--- src/rtl/riscv_issue_ctl_pkg.sv ---
// Shared definitions for the issue controller: RV32 opcode map, FSM states
// and decode helpers for register-use classification.
package riscv_issue_ctl_pkg;

  localparam logic [6:0] OPC_LUI      = 7'b0110111;
  localparam logic [6:0] OPC_AUIPC    = 7'b0010111;
  localparam logic [6:0] OPC_JAL      = 7'b1101111;
  localparam logic [6:0] OPC_JALR     = 7'b1100111;
  localparam logic [6:0] OPC_BRANCH   = 7'b1100011;
  localparam logic [6:0] OPC_LOAD     = 7'b0000011;
  localparam logic [6:0] OPC_STORE    = 7'b0100011;
  localparam logic [6:0] OPC_OP_IMM   = 7'b0010011;
  localparam logic [6:0] OPC_OP       = 7'b0110011;
  localparam logic [6:0] OPC_MISC_MEM = 7'b0001111;

  typedef enum logic [1:0] {
    ST_RUN   = 2'd0,
    ST_DRAIN = 2'd1,
    ST_HOLD  = 2'd2
  } state_e;

  function automatic logic uses_rs1(input logic [6:0] opcode);
    case (opcode)
      OPC_OP, OPC_OP_IMM, OPC_LOAD, OPC_STORE, OPC_JALR, OPC_BRANCH: uses_rs1 = 1'b1;
      default:                                                      uses_rs1 = 1'b0;
    endcase
  endfunction

  function automatic logic uses_rs2(input logic [6:0] opcode);
    case (opcode)
      OPC_OP, OPC_STORE, OPC_BRANCH: uses_rs2 = 1'b1;
      default:                       uses_rs2 = 1'b0;
    endcase
  endfunction

  // Writes to x0 are architecturally discarded, so they never occupy the scoreboard.
  function automatic logic writes_rd(input logic [6:0] opcode, input logic rd_nonzero);
    case (opcode)
      OPC_LUI, OPC_AUIPC, OPC_JAL, OPC_JALR,
      OPC_OP, OPC_OP_IMM, OPC_LOAD:          writes_rd = rd_nonzero;
      default:                               writes_rd = 1'b0;
    endcase
  endfunction

  function automatic logic is_fence(input logic [6:0] opcode);
    is_fence = (opcode == OPC_MISC_MEM);
  endfunction

endpackage

--- src/rtl/riscv_scoreboard.sv ---
// Per-register pending-writeback bits plus the outstanding-writer counter.
// Read ports see the same-cycle writeback already applied.
module riscv_scoreboard
  import riscv_issue_ctl_pkg::*;
#(
  parameter int REGN         = 32,
  parameter int REGA         = $clog2(REGN),
  parameter int MAX_INFLIGHT = 4,
  parameter int CNTW         = $clog2(MAX_INFLIGHT + 1)
) (
  input  logic            clk,
  input  logic            rst,
  input  logic            set_en,
  input  logic [REGA-1:0] set_rd,
  input  logic            clr_en,
  input  logic [REGA-1:0] clr_rd,
  input  logic [REGA-1:0] rs1,
  input  logic [REGA-1:0] rs2,
  input  logic [REGA-1:0] rd,
  output logic            pend_rs1,
  output logic            pend_rs2,
  output logic            pend_rd,
  output logic [CNTW-1:0] inflight,
  output logic [CNTW-1:0] inflight_eff,
  output logic            sb_err
);

  logic [REGN-1:0] pend_q, pend_d;
  logic [CNTW-1:0] cnt_q, cnt_d;
  logic            err_q, err_d;
  logic            cnt_dec;

  assign pend_rs1 = (rs1 != '0) & pend_q[rs1] & !(clr_en & (clr_rd == rs1));
  assign pend_rs2 = (rs2 != '0) & pend_q[rs2] & !(clr_en & (clr_rd == rs2));
  assign pend_rd  = (rd  != '0) & pend_q[rd]  & !(clr_en & (clr_rd == rd));

  assign cnt_dec      = clr_en & (cnt_q != '0);
  assign inflight_eff = cnt_q - {{(CNTW-1){1'b0}}, cnt_dec};

  // Clear is applied before set so a same-cycle issue to the retiring register keeps its bit.
  always_comb begin
    pend_d = pend_q;
    cnt_d  = inflight_eff;
    err_d  = err_q;
    if (clr_en) begin
      if (!pend_q[clr_rd] || (cnt_q == '0)) begin
        err_d = 1'b1;
      end
      pend_d[clr_rd] = 1'b0;
    end
    if (set_en) begin
      pend_d[set_rd] = 1'b1;
      cnt_d          = inflight_eff + {{(CNTW-1){1'b0}}, 1'b1};
    end
    pend_d[0] = 1'b0;
  end

  always_ff @(posedge clk) begin
    if (rst) begin
      pend_q <= '0;
      cnt_q  <= '0;
      err_q  <= 1'b0;
    end else begin
      pend_q <= pend_d;
      cnt_q  <= cnt_d;
      err_q  <= err_d;
    end
  end

  assign inflight = cnt_q;
  assign sb_err   = err_q;

endmodule

--- src/rtl/riscv_issue_ctl.sv ---
// Issue/hazard controller in front of ID: gates instruction capture on
// register hazards, the in-flight limit, FENCE draining and post-redirect hold.
module riscv_issue_ctl
  import riscv_issue_ctl_pkg::*;
#(
  parameter int XLEN         = 32,
  parameter int REGN         = 32,
  parameter int REGA         = $clog2(REGN),
  parameter int MAX_INFLIGHT = 4,
  parameter int CNTW         = $clog2(MAX_INFLIGHT + 1)
) (
  input  logic            clk,
  input  logic            rst,
  input  logic            if_valid,
  output logic            if_ready,
  input  logic [XLEN-1:0] instruction,
  output logic            id_issue,
  input  logic            flush,
  input  logic            wb_valid,
  input  logic [REGA-1:0] wb_rd,
  output logic            stall,
  output logic [CNTW-1:0] inflight,
  output logic            draining,
  output logic            sb_err
);

  state_e state_q, state_d;

  logic [6:0]      opcode;
  logic [REGA-1:0] rd, rs1, rs2;
  logic            dec_rs1, dec_rs2, dec_wr, dec_fence;
  logic            pend_rs1, pend_rs2, pend_rd;
  logic [CNTW-1:0] inflight_eff;
  logic            hazard, full, pipe_empty;
  logic            run_ok, drain_ok;
  logic            unused_fields;

  assign opcode = instruction[6:0];
  assign rd     = instruction[7 +: REGA];
  assign rs1    = instruction[15 +: REGA];
  assign rs2    = instruction[20 +: REGA];

  assign unused_fields = ^{instruction[XLEN-1:25], instruction[14:12]};

  assign dec_rs1   = uses_rs1(opcode);
  assign dec_rs2   = uses_rs2(opcode);
  assign dec_wr    = writes_rd(opcode, rd != '0);
  assign dec_fence = is_fence(opcode);

  riscv_scoreboard #(
    .REGN         (REGN),
    .REGA         (REGA),
    .MAX_INFLIGHT (MAX_INFLIGHT),
    .CNTW         (CNTW)
  ) u_scoreboard (
    .clk          (clk),
    .rst          (rst),
    .set_en       (id_issue & dec_wr),
    .set_rd       (rd),
    .clr_en       (wb_valid),
    .clr_rd       (wb_rd),
    .rs1          (rs1),
    .rs2          (rs2),
    .rd           (rd),
    .pend_rs1     (pend_rs1),
    .pend_rs2     (pend_rs2),
    .pend_rd      (pend_rd),
    .inflight     (inflight),
    .inflight_eff (inflight_eff),
    .sb_err       (sb_err)
  );

  // The rd term blocks a second writer to a pending register, keeping each bit single-owner.
  assign hazard     = (dec_rs1 & pend_rs1) | (dec_rs2 & pend_rs2) | (dec_wr & pend_rd);
  assign full       = (inflight_eff == CNTW'(MAX_INFLIGHT));
  assign pipe_empty = (inflight_eff == '0);

  assign run_ok   = (state_q == ST_RUN) & !hazard & !(dec_wr & full) & !(dec_fence & !pipe_empty);
  assign drain_ok = (state_q == ST_DRAIN) & dec_fence & pipe_empty;

  assign if_ready = !rst & !flush & (run_ok | drain_ok);
  assign id_issue = if_valid & if_ready;
  assign stall    = !rst & if_valid & !if_ready & !flush;
  assign draining = (state_q == ST_DRAIN);

  always_comb begin
    state_d = state_q;
    case (state_q)
      ST_RUN: begin
        if (flush) begin
          state_d = ST_HOLD;
        end else if (if_valid & dec_fence & !pipe_empty) begin
          state_d = ST_DRAIN;
        end
      end
      ST_DRAIN: begin
        if (flush) begin
          state_d = ST_HOLD;
        end else if (pipe_empty) begin
          state_d = ST_RUN;
        end
      end
      ST_HOLD: begin
        state_d = ST_RUN;
      end
      default: begin
        state_d = ST_RUN;
      end
    endcase
  end

  always_ff @(posedge clk) begin
    if (rst) begin
      state_q <= ST_RUN;
    end else begin
      state_q <= state_d;
    end
  end

endmodule

--- config.mk ---
export PLATFORM = sky130hd
export DESIGN_NAME = riscv_issue_ctl
export DESIGN_NICKNAME = d
export VERILOG_FILES = /design/src/rtl/riscv_issue_ctl_pkg.sv /design/src/rtl/riscv_scoreboard.sv /design/src/rtl/riscv_issue_ctl.sv
export SDC_FILE = /design/constraint.sdc
export NUM_CORES = 1
export LEC_CHECK = 0
export CAP_MARGIN = 20
export CORE_MARGIN = 5
export CORE_UTILIZATION = 50
export CTS_BUF_LIST = sky130_fd_sc_hd__clkbuf_4 sky130_fd_sc_hd__clkbuf_8
export DETAILED_ROUTE_END_ITERATION = 7
export PLACE_DENSITY = 0.72
export SYNTH_ARGS = -nofsm -noshare
export SYNTH_HDL_FRONTEND = slang
export SYNTH_SLANG_ARGS = --single-unit
--- constraint.sdc ---
create_clock -name clk -period 3.2 [get_ports clk]
set_input_delay 0.32 -clock clk [delete_from_list [all_inputs] [get_ports clk]]
set_output_delay 0.32 -clock clk [all_outputs]
set_load 0.02 [all_outputs]
==> metrics.csv <==
stage;metric;value;unit
power_and_ir_drop;Net Sw Frac;32.8;%
setup_path;Crit Reg-Reg Endpoint;u_scoreboard.pend_q[19];
clock_network;htree depth;2;
floorplanning;die area;0.00814;sq mm
clock_network;CTS tree;built;
drt;post-route ant nets;0;
clock_network;CTS max path bufs;2;
global_routing;GRT Residual Overflow;0;
timing;Highest Clock Rate;326;MHz
power_and_ir_drop;worst vdd ir;0.239;mV
synth;Synth top area share;23.0;%
global_routing;largest net degree at the start of global routing;33;
drt;drt drc;0;
layout;fin cells;508;
synth;EDFF count, synth;0;
power_and_ir_drop;combinational share of power;36.7;%
drt;DR iter-0 viols;384;
setup_path;CP endpoint kind;primary output;
min_path;Worst Hold Class;reg2reg;
timing;post-route minimum period;3.06;ns
setup_path;Critical Path RT;2.88;ns
clock_network;Hold-fix buffers, CTS;0;
drt;drt first pass iters;5;
setup_path;R2R Setup Slk;0.33;ns
timing;Slew headroom;33.5;%
timing;final setup skew;0.00783;ns
setup_path;CP cell instances;clkdlybuf4s50_1 > buf_4 > mux2i_1 > o41ai_1 > a2111oi_1 > nand3_1 > o32ai_4 > nand3_1 > nor3_1 > buf_4;
setup_path;Worst Reg2Reg Path Length in Cells;13;
synth;flops & latches, synth;37;
min_path;worst hold start;u_scoreboard.sb_err;
setup_path;CP Class;in2out;
clock_network;clk sinks;37;
setup_path;worst-path fanout max;14;
floorplanning;die span in y;90.2;microns
clock_network;Clock Pin Slew Worst Setup and Hold Paths;0.07;ns
synth;Synth area leaders;dfxtp_1, mux4_2, mux2i_1;
global_routing;initial antenna violation count;0;
placed_design;Placed Instances;499;
timing;# setup viols final;0;
layout;P&R area growth vs syn;28.2;%
synth;largest family of logic cells by synthesized area;multiplexers;
placed_design;pre-CTS WS;-0.321;ns
setup_path;Crit path largest cell delay;0.51;ns
synth;synth warn;0;
run_status;status;completed;
floorplanning;core area;0.00631;sq mm
layout;share of cells above drive strength 1;26.5;%
synth;simple-gate share of the synthesized area;22.3;%
floorplanning;# rows;29;
layout;commonest non-fill, non-tap cell in the layout;buf_4;
drt;final WL;11200;microns
placed_design;Post-DP Area;0.00403;sq mm
synth;Synthesized Nets;399;
synth;Synth Cell Area;0.00322;sq mm
layout;most frequent cells in the layout;buf_4, dfxtp_1, clkdlybuf4s50_1;
power_and_ir_drop;sequential share of power;36.7;%
synth;Post-Syn Area per Cell;9.12;sq um
clock_network;worst skew pair latency;0.30;ns
floorplanning;die width;90.2;microns
setup_path;Worst setup SP type;primary input;
synth;Async SR Flop Fraction;0;%
drt;via count;3376;
placed_design;gpl congestion;1.04;
layout;post-route cell area;0.00413;sq mm
timing;Fin. Hold Viols;0;
drt;WL per Instance;22.0;microns
power_and_ir_drop;pwr dens;316;mW/mm^2
timing;worst-margin pin slew;0.996;ns
setup_path;Critical Path AT;2.74;ns
synth;area share of xor/xnor cells in the synthesized design;4.63;%
power_and_ir_drop;leak pwr;1.52;nW
power_and_ir_drop;P_sw;0.000428;W
synth;post-synth top area cell;dfxtp_1;
synth;mux cell area share after synthesis;22.9;%
layout;Final #Nets;476;
setup_path;Critical-path top delay cell;clkdlybuf4s50_1;
setup_path;R2R Path Start;u_scoreboard.inflight[1];
synth;post-synthesis cell count;353;
placed_design;Detailed Place HPWL;8500;microns
global_routing;first-pass GRT wire length;18000;microns
synth;Synth Area in Adders;1.56;%
floorplanning;IO Pins;50;
timing;RSZ-0062 raised after global routing;true;
global_routing;All-Layer GR Usage;27.5;%
global_routing;vias in the first global route;3344;
power_and_ir_drop;Clock power frac;26.6;%
drt;vias per inst;6.65;
flow_run;Max Cap Viol;0;
synth;dominant synthesized flop cell;dfxtp_1;
synth;register area share after synthesis;23.0;%
floorplanning;Initial Utilization;51.0;%
layout;antenna fix cells;0;
timing;fin crit share;95.8;%
clock_network;CTS Buf Count;5;
timing;post-layout worst setup margin;0.136;ns
min_path;WHS Endpoint;u_scoreboard.sb_err;
power_and_ir_drop;Internal;0.000878;W
placed_design;I/O Buffers;39;
synth;Compound-Gate Fraction of Synth Area;19.9;%
synth;Distinct cells, synth;53;
clock_network;Clock Tree Root;clkbuf_8;
timing;Final Max Tran Viols;0;
min_path;Hold Path Stages;2;
==> flip-flops by register name, summed over array words and instances (netlist names) <==
signal	cells
u_scoreboard.pend_q	31
u_scoreboard.inflight	3
state_q	2
u_scoreboard.sb_err	1
==> cell type report <==
cell class,count,area [sq um]
clock buffers,6,76.3
repair buffers,102,867
inverters,7,26.3
clock inverters,2,15.0
well taps,77,96.3
multi-input cells,277,2300
fillers,532,2190
flip-flops and latches,37,741
==> critical path, delay by kind of cell <==
| kind | cells | cell delay [ns] |
|---|---|---|
| buffers and inverters | 3 | 0.95 |
| AOI/OAI and AO/OA | 3 | 0.66 |
| and+or+nand+nor | 3 | 0.51 |
| muxes | 1 | 0.31 |
==> kinds of logic after synthesis <==
| group | after synthesis |
|---|---|
| AND/OR/NAND/NOR | 127 |
| flip-flops | 37 |
| multiplexers | 47 |
| adder cells (fa/ha/maj) | 4 |
| buffers and inverters | 39 |
| XOR/XNOR | 17 |
| AO/OA/AOI/OAI | 82 |
==> stage by stage <==
| stage | total power [W] | util, % | TNS [ns] | hold slack [ns] |
|---|---|---|---|---|
| floorplan | 0.000747 | - | 0 | 0.481 |
| global placement | 0.000949 | 63.8 | -0.711 | 0.453 |
| detailed placement | 0.000962 | 63.8 | -0.893 | 0.467 |
| CTS | 0.00131 | 65.3 | -0.0211 | 0.484 |
| global route | 0.00138 | 65.4 | -0.0526 | 0.512 |
| finish | 0.00131 | 65.4 | 0 | 0.482 |
==> power groups by stage <==
stage	sequential [W]	clock, W	combinational [W]
after floorplan	0.000509	0	0.000238
after CTS	0.000480	0.000349	0.000477
after global routing	0.000481	0.000370	0.000529
final	0.000480	0.000347	0.000479
after detailed placement	0.000490	0	0.000471
after global placement	0.000490	0	0.000460
==> what timing repair did <==
action	4_1_cts	5_1_grt
resized for setup	8	11
setup endpoints to repair	3	3
buffers inserted	0	1
hold endpoints to repair	0	0
cloned	0	0
pin swaps	0	1
==> how the worst max path moves through the flow <==
stage	slack, ns	to	startpoint
2_1_floorplan	0.17	if_ready	u_scoreboard.inflight[1]
3_3_place_gp	-0.26	stall	wb_valid
3_5_place_dp	-0.32	if_ready	instruction[8]
4_1_cts	-0.02	stall	wb_valid
5_1_grt	-0.05	if_ready	u_scoreboard.inflight[1]
6_report	0.14	if_ready	instruction[8]
==> synth_stat cells (all sizes together) (2+ instances only) <==
library cell  count
dfxtp            37
o31ai            31
nand2            28
nand3            27
mux2i            24
mux4             21
clkbuf           17
o211ai           16
buf              15
xor2             13
nor2             11
a21oi             9
nand3b            8
nor3b             8
inv               7
nor4              7
nand2b            6
nor3              6
a2111oi           5
nand4             5
nor2b             5
ha                4
or2               4
xnor2             4
and3b             3
o32ai             3
or3b              3
a31o              2
a31oi             2
mux2              2
o21ai             2
o221ai            2
or3               2
==> per-layer routing <==
| metal | part of all wire (%) | global-route usage [%] | vias up |
|---|---|---|---|
| met5 | 0 | 0 | - |
| met1 | 39 | 35.2 | 1620 |
| met3 | 11 | 8.01 | 27 |
| met2 | 46 | 43.7 | 195 |
| li1 | - | - | 1534 |
| met4 | 3.2 | 10.0 | 0 |
(Power assumes the default switching activity.)
